<file path="config.mk">
export PLATFORM = sky130hd
export DESIGN_NAME = seq_shifter_flat
export DESIGN_NICKNAME = d
export VERILOG_FILES = /design/src/rtl/seq_shifter_pkg.sv /design/src/rtl/seq_shifter_if.sv /design/src/rtl/seq_shifter_shift_step.sv /design/src/rtl/seq_shifter.sv /design/src/flat_wrapper.sv
export SDC_FILE = /design/constraint.sdc
export NUM_CORES = 1
export LEC_CHECK = 0
export ABC_AREA = 1
export CAP_MARGIN = 20
export CORE_MARGIN = 2
export CORE_UTILIZATION = 30
export CTS_CLUSTER_DIAMETER = 150
export CTS_CLUSTER_SIZE = 20
export DETAILED_ROUTE_END_ITERATION = 10
export DONT_BUFFER_PORTS = 1
export GPL_ROUTABILITY_DRIVEN = 0
export GPL_TIMING_DRIVEN = 1
export SLEW_MARGIN = 25
export SYNTH_ARGS = -nofsm -noshare
export SYNTH_HDL_FRONTEND = slang
export SYNTH_SLANG_ARGS = --single-unit
</file>
<file path="constraint.sdc">
create_clock -name i_clk -period 1.9 [get_ports i_clk]
set_input_delay 0.19 -clock i_clk [delete_from_list [all_inputs] [get_ports i_clk]]
set_output_delay 0.19 -clock i_clk [all_outputs]
set_load 0.01 [all_outputs]
</file>
<file path="src/rtl/seq_shifter_pkg.sv">
// Shared types and constants for the multi-cycle shifter.
package shifter_pkg;

    localparam int MAX_STEP = 3;

    typedef enum logic [1:0] {
        OP_LSL = 2'b00,
        OP_LSR = 2'b01,
        OP_ASR = 2'b10,
        OP_ROR = 2'b11
    } op_t;

    typedef enum logic [1:0] {
        S_IDLE  = 2'b00,
        S_SHIFT = 2'b01,
        S_DONE  = 2'b10
    } state_t;

endpackage

</file>
<file path="src/rtl/seq_shifter_if.sv">
// Operand/result handshake bundle between the operand source, the shifter and writeback.
interface seq_shifter_if
    import shifter_pkg::*;
#(
    parameter int WIDTH = 32
);
    localparam int SW = $clog2(WIDTH);

    logic             in_valid;
    logic             in_ready;
    logic [WIDTH-1:0] d_in;
    logic [SW-1:0]    shamt;
    op_t              op;
    logic             out_valid;
    logic             out_ready;
    logic [WIDTH-1:0] d_out;

    modport master (
        output in_valid, d_in, shamt, op, out_ready,
        input  in_ready, out_valid, d_out
    );

    modport slave (
        input  in_valid, d_in, shamt, op, out_ready,
        output in_ready, out_valid, d_out
    );

endinterface

</file>
<file path="src/rtl/seq_shifter_shift_step.sv">
// One combinational shift stage: moves the operand by 0..3 positions with op-dependent fill.
module shift_step
    import shifter_pkg::*;
#(
    parameter int WIDTH = 32
)
(
    input  logic [WIDTH-1:0] i_data,
    input  op_t              i_op,
    input  logic [1:0]       i_step,
    output wire  [WIDTH-1:0] o_data
);

    for (genvar i = 0; i < WIDTH; i++) begin : g_bit
        wire  [MAX_STEP:0] w_lsl;
        wire  [MAX_STEP:0] w_lsr;
        wire  [MAX_STEP:0] w_asr;
        wire  [MAX_STEP:0] w_ror;
        logic [MAX_STEP:0] w_sel;

        // Each candidate vector holds this bit's source for a shift of 0..3.
        for (genvar s = 0; s <= MAX_STEP; s++) begin : g_src
            if (i >= s) begin : g_lo
                assign w_lsl[s] = i_data[i-s];
            end else begin : g_lo_fill
                assign w_lsl[s] = 1'b0;
            end

            if (i + s < WIDTH) begin : g_hi
                assign w_lsr[s] = i_data[i+s];
                assign w_asr[s] = i_data[i+s];
            end else begin : g_hi_fill
                assign w_lsr[s] = 1'b0;
                assign w_asr[s] = i_data[WIDTH-1];
            end

            assign w_ror[s] = i_data[(i+s) % WIDTH];
        end

        always_comb begin
            w_sel = w_lsl;
            case (i_op)
                OP_LSL:  w_sel = w_lsl;
                OP_LSR:  w_sel = w_lsr;
                OP_ASR:  w_sel = w_asr;
                OP_ROR:  w_sel = w_ror;
                default: w_sel = w_lsl;
            endcase
        end

        assign o_data[i] = w_sel[i_step];
    end

endmodule

</file>
<file path="src/rtl/seq_shifter.sv">
// Sequential shifter: reuses one 0..3 shift stage per cycle until the requested amount is consumed.
//
// state   | meaning
// S_IDLE  | waiting for an operand, in_ready high
// S_SHIFT | applying up to MAX_STEP positions per cycle
// S_DONE  | result held on d_out until out_ready
module seq_shifter
    import shifter_pkg::*;
#(
    parameter int WIDTH = 32
)
(
    input logic         i_clk,
    input logic         i_reset,
    seq_shifter_if.slave bus
);

    localparam int SW = $clog2(WIDTH);

    state_t           r_state;
    state_t           w_state_nxt;
    logic [WIDTH-1:0] r_data;
    logic [WIDTH-1:0] r_d_out;
    logic [WIDTH-1:0] w_step_data;
    logic [SW-1:0]    r_rem;
    logic [SW-1:0]    w_rem_nxt;
    op_t              r_op;
    logic             r_out_valid;
    logic [1:0]       w_step;
    logic             w_accept;
    logic             w_last;

    assign w_step    = (r_rem > SW'(MAX_STEP)) ? 2'(MAX_STEP) : r_rem[1:0];
    assign w_rem_nxt = r_rem - SW'(w_step);
    assign w_last    = (w_rem_nxt == '0);

    assign bus.in_ready  = (r_state == S_IDLE) && !i_reset;
    assign w_accept      = bus.in_valid && bus.in_ready;
    assign bus.out_valid = r_out_valid;
    assign bus.d_out     = r_d_out;

    shift_step #(
        .WIDTH (WIDTH)
    ) u_shift_step (
        .i_data (r_data),
        .i_op   (r_op),
        .i_step (w_step),
        .o_data (w_step_data)
    );

    always_comb begin
        w_state_nxt = r_state;
        case (r_state)
            S_IDLE:  if (w_accept)      w_state_nxt = S_SHIFT;
            S_SHIFT: if (w_last)        w_state_nxt = S_DONE;
            S_DONE:  if (bus.out_ready) w_state_nxt = S_IDLE;
            default:                    w_state_nxt = S_IDLE;
        endcase
    end

    always_ff @(posedge i_clk) begin
        if (i_reset) begin
            r_state     <= S_IDLE;
            r_data      <= '0;
            r_rem       <= '0;
            r_op        <= OP_LSL;
            r_out_valid <= 1'b0;
            r_d_out     <= '0;
        end else begin
            r_state <= w_state_nxt;
            case (r_state)
                S_IDLE: begin
                    if (w_accept) begin
                        r_data <= bus.d_in;
                        r_rem  <= bus.shamt;
                        r_op   <= bus.op;
                    end
                end
                S_SHIFT: begin
                    r_data <= w_step_data;
                    r_rem  <= w_rem_nxt;
                    // Result register is loaded only on the last step so it stays frozen in S_DONE.
                    if (w_last) begin
                        r_out_valid <= 1'b1;
                        r_d_out     <= w_step_data;
                    end
                end
                S_DONE: begin
                    if (bus.out_ready) r_out_valid <= 1'b0;
                end
                default: ;
            endcase
        end
    end

endmodule

</file>
<file path="src/flat_wrapper.sv">
// flat-port wrapper written by rule: the top's interface ports become plain ports
module seq_shifter_flat import shifter_pkg::*;
#(
    parameter int WIDTH = 32
)
  (i_clk, i_reset, bus_in_valid, bus_d_in, bus_shamt, bus_op, bus_out_ready, bus_in_ready, bus_out_valid, bus_d_out);
  seq_shifter_if #(.WIDTH(WIDTH)) bus_i ();
  input logic i_clk;
  input logic i_reset;
  input wire logic [$bits(bus_i.in_valid)-1:0] bus_in_valid;
  input wire logic [$bits(bus_i.d_in)-1:0] bus_d_in;
  input wire logic [$bits(bus_i.shamt)-1:0] bus_shamt;
  input wire logic [$bits(bus_i.op)-1:0] bus_op;
  input wire logic [$bits(bus_i.out_ready)-1:0] bus_out_ready;
  output wire logic [$bits(bus_i.in_ready)-1:0] bus_in_ready;
  output wire logic [$bits(bus_i.out_valid)-1:0] bus_out_valid;
  output wire logic [$bits(bus_i.d_out)-1:0] bus_d_out;
  assign bus_i.in_valid = bus_in_valid;
  assign bus_i.d_in = bus_d_in;
  assign bus_i.shamt = bus_shamt;
  assign bus_i.op = bus_op;
  assign bus_i.out_ready = bus_out_ready;
  assign bus_in_ready = bus_i.in_ready;
  assign bus_out_valid = bus_i.out_valid;
  assign bus_d_out = bus_i.d_out;
  seq_shifter #(.WIDTH(WIDTH)) u_core (.i_clk(i_clk), .i_reset(i_reset), .bus(bus_i));
endmodule
</file>
=== Word-level counts from Yosys, hierarchy flattened ===
Cells that the tools add are included.
Widths: inputs -> output; s select.

* Flip-flop bits (word level): 74
* Memory bits (read-only): 0
* Word-level logic and storage cells: 139
* Output and inout bits: 34
* Memories: 0
* Bits in writable memories: 0
* Latch bits: 0
* Bits of input ports: 43

* Div/mod/pow operators: 0
* Muxes and demuxes: 108
* Reductions and logical operators: 14
* Shift-type cells: 0
* $lt $le $gt $ge: 2
* Equal/unequal tests: 8
* Multipliers: 0
* Add/sub/neg operators: 1
* Bitwise gates (word level): 0

{| class="wikitable"
|+ Operator list
! operator !! number
|-
| $pmux 4 s2 || 29
|-
| $bmux 1 s2 || 32
|-
| $pmux 32 s2 || 1
|-
| $pmux 4 s4 || 3
|-
| $mux 1 || 34
|-
| $mux 32 || 1
|-
| $pmux 5 s2 || 1
|-
| $mux 2 || 4
|-
| $eq 2x2->1 const B || 3
|-
| $pmux 2 s3 || 1
|-
| $reduce_and 2->1 || 3
|-
| $reduce_and 3->1 || 2
|-
| $gt 5x2->1 const B || 1
|-
| $logic_not 5->1 || 1
|-
| $mux 5 || 1
|-
| $sub 5x2->5 || 1
|-
| $eq 2x1->1 const B || 2
|-
| $logic_not 2->1 || 2
|-
| $ne 2x1->1 const B || 2
|-
| $reduce_bool 2->1 || 2
|-
| $lt 2x3->1 const B || 1
|-
| $reduce_or 3->1 || 1
|-
| $logic_and 1x1->1 || 2
|-
| $ne 2x2->1 const B || 1
|-
| 2 further kinds || 2
|}

=== Depth between registers and ports, before layout ===
* Depth in word-level cells: 6
* Depth in mapped cells: 14
* Mapped depth without buffers: 13

=== Modules after synthesis ===
From an unflattened synthesis, not the netlist that was laid out.

* Cell total of the unflattened synthesis: 803
* Area, all modules: 4,663.2 sq um

{| class="wikitable"
|+ Modules (own cells, without submodules)
! module !! cells an instance !! sequential area each (sq um) !! area an instance (sq um) !! instances
|-
| seq_shifter || 439 || 1,481.4 || 3,086.7 || 1
|-
| shift_step || 364 || 0.0 || 1,576.5 || 1
|}

=== Worst setup path after synthesis ===
Ideal clock, no wire load.

* Path kind: register to register
* Start: reg u_core.r_rem[2]
* End: reg u_core.r_d_out[29], in the netlist u_core.bus.d_out[29]
* Path slack: -1 ps
* Required time: 1,784 ps
* Period minus slack after synthesis: 1,901 ps
* Cell stages (with the launch flop): 12
* Path buffers: 1
* Data arrival time: 1,785 ps
* Library setup time: 116 ps
* Cells stage by stage: dfxtp_1 > nor2_4 > nand2_1 > nand2_1 > ha_1 > xor2_1 > nand3_1 > nor2_4 > nand3_4 > buf_2 > o21ai_0 > nor2_1

* Longest elaborated chain between the ends: 5
* Elaborated cells on any way between the ends: 7
* Those cells by class: add/sub: 1; order compare: 1; mux: 3; reduce/logical: 2

{| class="wikitable"
|+ Ends and longest elaborated chain
! what !! line !! source
|-
| from (decl) || seq_shifter.sv:25 || <nowiki>logic [SW-1:0] r_rem;</nowiki>
|-
| from (signal assigned) || seq_shifter.sv:75 || <nowiki>r_rem <= bus.shamt;</nowiki>
|-
| from (signal assigned) || seq_shifter.sv:81 || <nowiki>r_rem <= w_rem_nxt;</nowiki>
|-
| $gt 5x2->1 || seq_shifter.sv:33 || <nowiki>assign w_step = (r_rem > SW'(MAX_STEP)) ? 2'(MAX_STEP) : r_rem[1:0];</nowiki>
|-
| $mux 2 || seq_shifter.sv:33 ||
|-
| $sub 5x2->5 || seq_shifter.sv:34 || <nowiki>assign w_rem_nxt = r_rem - SW'(w_step);</nowiki>
|-
| $logic_not 5->1 || seq_shifter.sv:35 || <nowiki>assign w_last = (w_rem_nxt == '0);</nowiki>
|-
| $reduce_and 2->1 (no source line) || -- ||
|-
| to (signal assigned) || seq_shifter.sv:85 || <nowiki>r_d_out <= w_step_data;</nowiki>
|-
| to (decl) || seq_shifter.sv:23 || <nowiki>logic [WIDTH-1:0] r_d_out;</nowiki>
|}

Parallel ways exist; a longest one is shown, timed or not. The select of a mux whose other input is x is not followed.
A chain may end at the register's enable or synchronous reset.

=== Final worst setup path ===
* Start: reg u_core.r_rem[2]
* End: reg u_core.r_d_out[2], in the netlist u_core.bus.d_out[2]

The elaborated chain is that of the path after synthesis.

==> results.json <==
{
  "status": "complete, but fails checks",
  "violations": "negative setup slack",
  "relSlewSlack": 0.576,
  "tightestPinTransition_ns": 0.636,
  "max_stage_delay_ns": 0.35,
  "grt_overflow": 0,
  "cts-root-buf": "clkbuf_16",
  "drv_slew": 0,
  "min_period_ns": 1.93,
  "synth_top_area_cell": "dfxtp_1",
  "die_x_um": 131,
  "synth_top_family_by_area": "simple AND/OR/NAND/NOR gates",
  "yosysSeqAreaShare": 0.306,
  "start_kind": "flop",
  "syn_to_final_growth_pct": 22.3,
  "cts_buffers": 9,
  "fin_ws_ns": -0.0307,
  "vdd_drop_max_mv": 0.427,
  "ys_warn_count": 0,
  "arrival_ns": 2.18,
  "finalCritPeriodShare": 1.02,
  "synth_cell_type_count": 29,
  "max_freq_mhz": 518,
  "initial_utilization": 0.306,
  "synthCells": 828,
  "syn_area_um2": 4840,
  "first_pass_iters": 6,
  "grt_max_degree": 38,
  "wl_per_cell_um": 15.0,
  "syn_area_per_cell_um2": 5.84,
  "syn_nets": 873,
  "crit_path_end_kind": "flop",
  "synth-xor-area-share": 0.00181,
  "antenna_cells": 0,
  "p_per_area_nw_per_um2": 941,
  "cts_buffer_depth": 2,
  "final_antenna_net_count": 0,
  "num-nets-final": 887,
  "slowest_stage": "dfxtp_2",
  "die_y_um": 131,
  "grtUsageTotal": 0.185,
  "drive_above_1_share": 0.148,
  "timing.hold.ws_ns": 0.0158,
  "place_area_um2": 5250,
  "grt_pass1_wl_um": 25000,
  "drt_iter0_markers": 397,
  "clock_sinks": 74,
  "die_area_um2": 17200,
  "muxShareOfSynthArea": 0,
  "viasPerCell": 5.00,
  "crit_fanout": 9,
  "synthAdderAreaFrac": 0.00517,
  "clock_latency_ns": 0.35,
  "hold_violations": 0,
  "path_clk_slew_ns": 0.06,
  "grt_pass1_vias": 4966,
  "fin_area_um2": 5920,
  "p_leak_nw": 2.69,
  "port_buffers": 0,
  "cp_top_family": "simple AND/OR/NAND/NOR gates",
  "core_area_um2": 15800,
  "setup_viol": 18,
  "hpwlAfterDp_um": 10400,
  "synth-simple-area-share": 0.418,
  "cp.required_ns": 2.14,
  "wl_um": 15900,
  "synth_compound_area_frac": 0.131,
  "num_io_pins": 77,
  "min-delay-path-class": "in2reg",
  "drc": 0,
  "htreeDepth": 3,
  "cts_tree": "yes",
  "via_count": 5293,
  "synth_top_area_frac": 0.306,
  "critPathBufInv": 3,
  "netlist_top_cells_area": "dfxtp_1 (31%), nand3_1 (18%), nand2_1 (16%), inv_1 (8.6%), o21ai_0 (6.7%)",
  "antenna_found_initial": 0,
  "maxCapViolCount": 0,
  "fin_setup_tns_ns": -0.332,
  "rsz0062_at_grt": "true",
  "crit_chain": "nor2_4, nand2_4, nand2_4, ha_4, inv_2, nand2_2, o21ai_2, nand2_2, nor2_4, nand3_4, buf_12, clkbuf_16, o21ai_2, nor2_1",
  "path_class": "reg2reg",
  "fin_worst_skew_ns": 0.00556,
  "ys_ff_latch": 74,
  "std_cell_rows": 46
}
-- routing by layer --
layer,track usage,share of wire
met4,0.0720,0.018
met5,0,0
met2,0.302,0.47
met1,0.237,0.44
met3,0.0419,0.080
-- repair_timing --
| action | CTS | global route |
|---|---|---|
| hold buffers | 2 | 0 |
| resized for setup | 13 | 77 |
| cloned | 2 | 4 |
| pin swaps | 15 | 14 |
| hold endpoints to repair | 37 | 0 |
| setup buffers | 5 | 2 |
| endpoints found under the setup margin | 29 | 53 |
-- state kept, by name (all words and copies together), names as in the netlist --
name / flops
u_core.r_rem: 5
u_core.bus.out_valid: 1
u_core.r_state: 2
u_core.r_data: 32
u_core.bus.d_out: 32
u_core.r_op: 2
-- cell families (layout without fill, tap and decap cells) --
family / count (synthesis) / count (layout)
flip-flops: 74 / 74
XOR/XNOR: 1 / 1
adder cells (fa/ha/maj): 2 / 2
buffers and inverters: 164 / 179
AO/OA/AOI/OAI: 123 / 123
AND/OR/NAND/NOR: 464 / 464
-- worst register-to-register path, stage by stage, from the launching register on --
cell and delay, ns:
dfxtp_2 0.35, nor2_4 0.05, nand2_4 0.09, nand2_4 0.06, ha_4 0.17, inv_2 0.07
nand2_2 0.05, o21ai_2 0.14, nand2_2 0.09, nor2_4 0.14, nand3_4 0.09, buf_12 0.17
clkbuf_16 0.18, o21ai_2 0.12, nor2_1 0.05
-- cell type report --
cell class                      instances  area (um^2)
Multi-Input combinational cell        590         2890
Clock buffer                           11          243
Clock inverter                          1         5.00
Inverter                              114          428
Fill cell                            1698         9910
Sequential cell                        74         1490
Timing Repair Buffer                   53          596
Tap cell                              216          270
-- stage by stage --
| stage | worst slack (ns) | utilization | std cells | total power, mW |
|---|---|---|---|---|
| floorplan | 0.000848 | - | 828 | 3.26 |
| global placement | -0.0949 | 0.332 | 1034 | 3.82 |
| detailed placement | -0.0987 | 0.332 | 1034 | 3.81 |
| CTS | -0.0477 | 0.358 | 1055 | 5.42 |
| global route | -0.121 | 0.374 | 1059 | 5.95 |
| finish | -0.0307 | 0.374 | 1059 | 5.57 |
-- final timing paths --
path	slack [ns]	from	endpoint	depth (start not counted)
max	-0.03	u_core.r_rem[2]$_SDFFE_PP0P_	u_core.bus.d_out[2]$_SDFFE_PP0P_	14
min	0.02	bus_shamt[1]	u_core.r_rem[1]$_SDFFE_PP0P_	2
max reg2reg	-0.03	u_core.r_rem[2]$_SDFFE_PP0P_	u_core.bus.d_out[2]$_SDFFE_PP0P_	14
min reg2reg	0.53	u_core.bus.out_valid$_SDFFE_PP0P_	u_core.bus.out_valid$_SDFFE_PP0P_	2
-- where the power goes --
part,switching (mW),internal [mW]
Combinational,1.41,0.834
Sequential,0.120,1.68
Clock,0.644,0.887
Total,2.17,3.40
-- cell usage in the layout, fill, tap and decap left out, drive strengths merged --
master,synthesis,final
a211oi,1,1
a21oi,42,42
a31oi,3,3
and2,1,1
buf,30,48
clkbuf,20,15
clkinv,2,3
dfxtp,74,74
dlygate4sd3,0,1
ha,2,2
inv,112,112
nand2,206,206
nand3,178,178
nand4,4,4
nor2,74,74
nor3,1,1
o211ai,3,3
o21a,1,1
o21ai,72,72
o22ai,1,1
xor2,1,1
-- synth_stat cells --
library cell,count
a211oi_1,1
a21oi_1,42
a31oi_1,3
and2_1,1
buf_2,27
buf_4,2
buf_6,1
clkbuf_1,18
clkbuf_2,2
clkinv_1,2
dfxtp_1,74
ha_1,2
inv_1,111
inv_2,1
nand2_1,204
nand2_2,2
nand3_1,177
nand3_4,1
nand4_1,4
nor2_1,71
nor2_2,1
nor2_4,2
nor3_4,1
o211ai_1,3
o21a_1,1
o21ai_0,65
o21ai_1,7
o22ai_1,1
xor2_1,1
No activity file was read; power rests on OpenSTA's default activity.
